--- src/rtl/gpt2_generation_sequencer.sv ---
// gpt2_generation_sequencer
// Autoregressive generation controller around a single-step gpt2_engine-style
// core. Prompt tokens are streamed in and issued to the core at increasing
// positions. After the last prompt token, each predicted token is emitted
// downstream and then fed back to the core until a stop condition is reached.
//
// Optional build macro: GEN_WATCHDOG_EN
//   When defined, a per-step watchdog runs while waiting on the core. If no
//   result arrives within TIMEOUT_CYCLES, err becomes 2 and the sequence ends.
//
// Handshake semantics (prompt and gen streams): a transfer happens on every
// rising clk edge where valid && ready are both high. A producer keeps valid
// and its payload stable until that edge. Neither ready depends
// combinationally on the matching valid.
module gpt2_generation_sequencer #(
  parameter int VOCAB_SIZE     = 16,
  parameter int MAX_SEQ_LEN    = 8,
  parameter int TOKEN_W        = $clog2(VOCAB_SIZE),
  parameter int POS_W          = $clog2(MAX_SEQ_LEN),
  parameter int CNT_W          = 4,
  parameter int TIMEOUT_CYCLES = 500
) (
  input  logic               clk,
  input  logic               rst_n,
  input  logic               start,
  input  logic [CNT_W-1:0]   max_new_tokens,
  input  logic [TOKEN_W-1:0] eos_token,
  input  logic               prompt_valid,
  output logic               prompt_ready,
  input  logic [TOKEN_W-1:0] prompt_token,
  input  logic               prompt_last,
  output logic               eng_valid_in,
  output logic [TOKEN_W-1:0] eng_token_in,
  output logic [POS_W-1:0]   eng_position_in,
  input  logic               eng_valid_out,
  input  logic [TOKEN_W-1:0] eng_token_out,
  output logic               gen_valid,
  input  logic               gen_ready,
  output logic [TOKEN_W-1:0] gen_token,
  output logic [POS_W-1:0]   gen_position,
  output logic               gen_last,
  output logic               busy,
  output logic               done,
  output logic [1:0]         err
);

  typedef enum logic [2:0] {
    S_IDLE   = 3'd0,
    S_PROMPT = 3'd1,
    S_WAIT_P = 3'd2,
    S_WAIT_G = 3'd3,
    S_EMIT   = 3'd4,
    S_DONE   = 3'd5
  } state_t;

  localparam logic [POS_W-1:0] POS_MAX = POS_W'(MAX_SEQ_LEN - 1);
  localparam logic [CNT_W-1:0] CNT_SAT = '1;
  localparam logic [1:0]       ERR_NONE     = 2'd0;
  localparam logic [1:0]       ERR_OVERFLOW = 2'd1;

  state_t             state;
  state_t             state_next;

  logic [POS_W-1:0]   pos;
  logic [CNT_W-1:0]   cnt;
  logic [CNT_W-1:0]   max_q;
  logic [TOKEN_W-1:0] eos_q;
  logic               last_q;

  logic [POS_W-1:0]   pos_inc;
  logic [CNT_W-1:0]   cnt_inc;
  logic               gen_last_c;
  logic               waiting;
  logic               wd_expired;

  // Saturating increments: position never passes the context end, counter never wraps.
  assign pos_inc = (pos == POS_MAX) ? pos : pos + POS_W'(1);
  assign cnt_inc = (cnt == CNT_SAT) ? cnt : cnt + CNT_W'(1);
  assign waiting = (state == S_WAIT_P) || (state == S_WAIT_G);

  // Stop decision for the token currently presented on the gen stream.
  assign gen_last_c = (state == S_EMIT) &&
                      ((({1'b0, cnt} + (CNT_W+1)'(1)) == {1'b0, max_q}) ||
                       (gen_token == eos_q) ||
                       (gen_position == POS_MAX));

`ifdef GEN_WATCHDOG_EN
  localparam int WD_W = $clog2(TIMEOUT_CYCLES + 1);
  localparam logic [WD_W-1:0] WD_LIMIT = WD_W'(TIMEOUT_CYCLES - 1);
  localparam logic [1:0]      ERR_TIMEOUT = 2'd2;

  logic [WD_W-1:0] wd_cnt;

  // Per-step watchdog: counts cycles spent waiting for the core, cleared by a result.
  always_ff @(posedge clk) begin
    if (!rst_n) begin
      wd_cnt <= '0;
    end else if (waiting && !eng_valid_out && (wd_cnt != WD_LIMIT)) begin
      wd_cnt <= wd_cnt + WD_W'(1);
    end else begin
      wd_cnt <= '0;
    end
  end

  // A result arriving in the same cycle as the limit wins over the timeout.
  assign wd_expired = waiting && (wd_cnt == WD_LIMIT) && !eng_valid_out;
`else
  assign wd_expired = 1'b0;
`endif

  // State register.
  always_ff @(posedge clk) begin
    if (!rst_n) begin
      state <= S_IDLE;
    end else begin
      state <= state_next;
    end
  end

  // Next-state decision.
  always_comb begin
    state_next = state;
    case (state)
      S_IDLE: begin
        if (start) state_next = S_PROMPT;
      end
      S_PROMPT: begin
        if (prompt_valid) state_next = S_WAIT_P;
      end
      S_WAIT_P: begin
        if (wd_expired) begin
          state_next = S_DONE;
        end else if (eng_valid_out) begin
          if (err == ERR_OVERFLOW)  state_next = S_DONE;
          else if (!last_q)         state_next = S_PROMPT;
          else if (max_q == '0)     state_next = S_DONE;
          else                      state_next = S_EMIT;
        end
      end
      S_WAIT_G: begin
        if (wd_expired)         state_next = S_DONE;
        else if (eng_valid_out) state_next = S_EMIT;
      end
      S_EMIT: begin
        if (gen_ready) state_next = gen_last_c ? S_DONE : S_WAIT_G;
      end
      S_DONE: begin
        state_next = S_IDLE;
      end
      default: state_next = S_IDLE;
    endcase
  end

  // State-decoded outputs.
  always_comb begin
    prompt_ready = (state == S_PROMPT);
    gen_valid    = (state == S_EMIT);
    gen_last     = gen_last_c;
    busy         = (state != S_IDLE);
    done         = (state == S_DONE);
  end

  // Datapath: latched config, counters, core request and emitted token registers.
  always_ff @(posedge clk) begin
    if (!rst_n) begin
      pos             <= '0;
      cnt             <= '0;
      max_q           <= '0;
      eos_q           <= '0;
      last_q          <= 1'b0;
      err             <= ERR_NONE;
      eng_valid_in    <= 1'b0;
      eng_token_in    <= '0;
      eng_position_in <= '0;
      gen_token       <= '0;
      gen_position    <= '0;
    end else begin
      eng_valid_in <= 1'b0;
      case (state)
        S_IDLE: begin
          if (start) begin
            max_q  <= max_new_tokens;
            eos_q  <= eos_token;
            pos    <= '0;
            cnt    <= '0;
            last_q <= 1'b0;
            err    <= ERR_NONE;
          end
        end
        S_PROMPT: begin
          if (prompt_valid) begin
            eng_valid_in    <= 1'b1;
            eng_token_in    <= prompt_token;
            eng_position_in <= pos;
            last_q          <= prompt_last;
            // No room left for the next prompt token: flag it now, finish on the result.
            if (!prompt_last && (pos == POS_MAX)) err <= ERR_OVERFLOW;
          end
        end
        S_WAIT_P: begin
          if (eng_valid_out && (err != ERR_OVERFLOW)) begin
            if (!last_q) begin
              pos <= pos_inc;
            end else if (max_q != '0) begin
              gen_token    <= eng_token_out;
              gen_position <= pos_inc;
            end
          end
        end
        S_WAIT_G: begin
          if (eng_valid_out) begin
            gen_token    <= eng_token_out;
            gen_position <= pos_inc;
          end
        end
        S_EMIT: begin
          if (gen_ready) begin
            cnt <= cnt_inc;
            if (!gen_last_c) begin
              eng_valid_in    <= 1'b1;
              eng_token_in    <= gen_token;
              eng_position_in <= gen_position;
              pos             <= gen_position;
            end
          end
        end
        default: begin
        end
      endcase
`ifdef GEN_WATCHDOG_EN
      if (wd_expired) err <= ERR_TIMEOUT;
`endif
    end
  end

endmodule
--- config.mk ---
export PLATFORM = sky130hd
export DESIGN_NAME = gpt2_generation_sequencer
export DESIGN_NICKNAME = d
export VERILOG_FILES = /design/src/rtl/gpt2_generation_sequencer.sv
export SDC_FILE = /design/constraint.sdc
export NUM_CORES = 1
export LEC_CHECK = 0
export BUFFER_PORTS_ARGS = -buffer_cell sky130_fd_sc_hd__buf_2
export CAP_MARGIN = 30
export CORE_ASPECT_RATIO = 0.9
export CORE_MARGIN = 2
export CORE_UTILIZATION = 55
export CTS_CLUSTER_SIZE = 16
export DETAILED_ROUTE_END_ITERATION = 6
export PLACE_DENSITY = 0.88
export SETUP_SLACK_MARGIN = 0.3
export SYNTH_ARGS = -nofsm -noshare
export SYNTH_HDL_FRONTEND = slang
export SYNTH_SLANG_ARGS = --single-unit
--- constraint.sdc ---
create_clock -name clk -period 4.08 [get_ports clk]
set_input_delay 0.204 -clock clk [delete_from_list [all_inputs] [get_ports clk]]
set_output_delay 0.204 -clock clk [all_outputs]
set_load 0.02 [all_outputs]
==> impl_metrics.json <==
{
  "run_status": "complete, no violations",
  "ant_nets": 0,
  "die_w_um": 65.8,
  "synthMostInstantiatedCell": "nand2_1",
  "yosysTopAreaCellShare": 0.370,
  "cp-end-kind": "output pin",
  "cp.required_ps": 3880,
  "totalWireLength_um": 4330,
  "ctsResizeCount": 0,
  "critPathMaxFanout": 6,
  "insertion_delay_ps": 290,
  "reg2reg_setup_slack_ps": 1940,
  "vias": 1620,
  "startpoint": "cnt[0]",
  "layout.nets": 282,
  "cts_sinks": 35,
  "overflow": 0,
  "clk_pin_slew_worst_paths_ps": 80,
  "min_period_over_period": 0.563,
  "grt_max_degree": 44,
  "drtIter0Drc": 93,
  "avgSynthCellArea_sq_um": 8.68,
  "grt_pass1_wl_um": 7000,
  "p_total_mw": 0.782,
  "synth_cells": 218,
  "area_growth_pct": 17.1,
  "hold_violations": 0,
  "htreeDepth": 2,
  "clockBufferDepth": 2,
  "cellPowerDensity_nw_per_um2": 353,
  "design_area_sq_um": 2220,
  "synth_top_area_cell": "dfxtp_1",
  "drtPass1Iterations": 4,
  "cts-root-buf": "clkbuf_8",
  "ys_types": 46,
  "critPathLaunchType": "flip-flop",
  "min_to": "max_q[1]",
  "cp.arrival_ps": 2090,
  "leakage_nw": 0.999,
  "die_height_um": 59.7,
  "clock-skew-final_ps": 6.92,
  "max_slew_margin": 0.560,
  "ir_worst_vdd_uv": 246,
  "synth_commonest_cells": "42 x nand2_1, 35 x dfxtp_1, 18 x mux2i_1",
  "ys_ff_latch": 35,
  "grt_pass1_vias": 1494,
  "post_cts_buffers": 0,
  "rsz0062_at_grt": "no",
  "synthArstFlopShare": 0,
  "drt-wirelength-per-cell_um": 14.3,
  "timing.fmax_mhz": 435,
  "num_rows": 20,
  "portBuffers": 43,
  "worstMarginPinSlew_ps": 661,
  "holdBufCountCts": 0,
  "via_per_inst": 5.36,
  "ios": 45,
  "drc": 0,
  "rr_worst_depth": 7,
  "hp-class": "in -> reg",
  "min_path_cells": 3,
  "setup_violations": 0,
  "setup_tns_ps": 0,
  "cts_buffers": 5,
  "synth_edf_count": 0,
  "core_sq_um": 3330,
  "critPathKind": "reg -> out",
  "ys.flop_type": "dfxtp_1",
  "place_hpwl_um": 3030,
  "cts_tree": "built",
  "hp-start": "max_new_tokens[1]",
  "synthesis.area_sq_um": 1890,
  "antenna_found_initial": 0,
  "yosysWarnings": 0,
  "dpl_cell_area_sq_um": 2100,
  "antenna_cells": 0,
  "gp_congestion": 0.822,
  "fin_crit_ps": 2300,
  "start_util": 0.569,
  "slew_violations": 0,
  "drv_cap": 0,
  "rr_startpoint": "state[1]",
  "reg2reg_to": "eng_position_in[1]",
  "die_area_sq_um": 3930,
  "ys_top_cells_by_area": "dfxtp_1 37%, mux2i_1 9.5%, nand2_1 8.3%, xnor2_1 4.2%, a21boi_0 3.6%",
  "post_route_cells_drive_above_1_share": 0.233,
  "track_usage": 0.239,
  "ys_seq_area_frac": 0.370,
  "synthesis.nets": 243
}
[power breakdown]
| part | total [mW] | switching, mW | internal (mW) |
|---|---|---|---|
| combinational | 0.102 | 0.0560 | 0.0463 |
| sequential | 0.366 | 0.0134 | 0.353 |
| clock | 0.313 | 0.132 | 0.182 |
[logic make-up (layout without fill, tap and decap cells)]
family | Yosys count | in the layout | share of synthesized area
XOR/XNOR | 10 | 10 | 0.0463
other | 1 | 1 | 0.00198
buffers and inverters | 16 | 56 | 0.0430
multiplexers | 19 | 19 | 0.103
adder cells (fa/ha/maj) | 2 | 2 | 0.0132
AO/OA/AOI/OAI | 44 | 44 | 0.169
flip-flops | 35 | 35 | 0.370
AND/OR/NAND/NOR | 91 | 91 | 0.254
[worst max-delay path, cell delays in order (launching register included)]
cell and delay, ps:
dfxtp_1 410, ha_1 280, or3b_1 360, nand3_1 90, o2111ai_1 180, o21ai_1 270, buf_2 210
[per-stage QoR]
step                utilization  hold slack, ps  cells  worst slack (ps)
global route              0.666             162    302              1640
global placement          0.630             450    293              1690
floorplan                     -             349    218              2230
CTS                       0.664             155    301              1510
finish                    0.666             158    302              1780
detailed placement        0.630             464    293              1590
[worst max path at each step]
stage	to	depth (start not counted)
2_1_floorplan	state[2]	6
3_3_place_gp	eng_position_in[1]	6
3_5_place_dp	eng_token_in[0]	6
4_1_cts	eng_position_in[1]	6
5_1_grt	gen_last	6
6_report	gen_last	6
[placed cells by master, fill, tap and decap left out, types with 2 or more instances in the layout]
| master | n |
|---|---|
| a21boi_0 | 9 |
| a21boi_1 | 3 |
| a21oi_1 | 3 |
| and2_1 | 6 |
| and3_1 | 2 |
| buf_2 | 43 |
| clkbuf_8 | 5 |
| dfxtp_1 | 35 |
| ha_1 | 2 |
| inv_1 | 4 |
| mux2i_1 | 18 |
| nand2_1 | 42 |
| nand2b_1 | 9 |
| nand3_1 | 3 |
| nor2_1 | 4 |
| nor2b_1 | 9 |
| nor3_1 | 4 |
| o211a_1 | 4 |
| o211ai_1 | 8 |
| o21ai_0 | 8 |
| or3b_1 | 2 |
| xnor2_1 | 9 |
[per-layer routing]
metal | vias to the layer above | track usage | part of all wire
met2 | 37 | 0.380 | 0.48
li1 | 824 | - | -
met1 | 752 | 0.304 | 0.46
met4 | 0 | 0.0923 | 0.016
met5 | - | 0 | 0
met3 | 7 | 0.0772 | 0.045
[state kept, by name, summed over array words and instances (netlist names)]
register / flops
gen_token: 4
gen_position: 3
pos: 3
last_q: 1
eng_token_in: 4
max_q: 4
eng_position_in: 3
eos_q: 4
err: 1
cnt: 4
eng_valid_in: 1
state: 3
[area by class of cell]
class | instances | area (sq um)
Sequential cell | 35 | 701
Clock inverter | 3 | 43.8
Tap cell | 44 | 55.1
Multi-Input combinational cell | 167 | 1110
Clock buffer | 5 | 68.8
Inverter | 4 | 15.0
Timing Repair Buffer | 44 | 223
Fill cell | 276 | 1110
(Power assumes the default switching activity.)
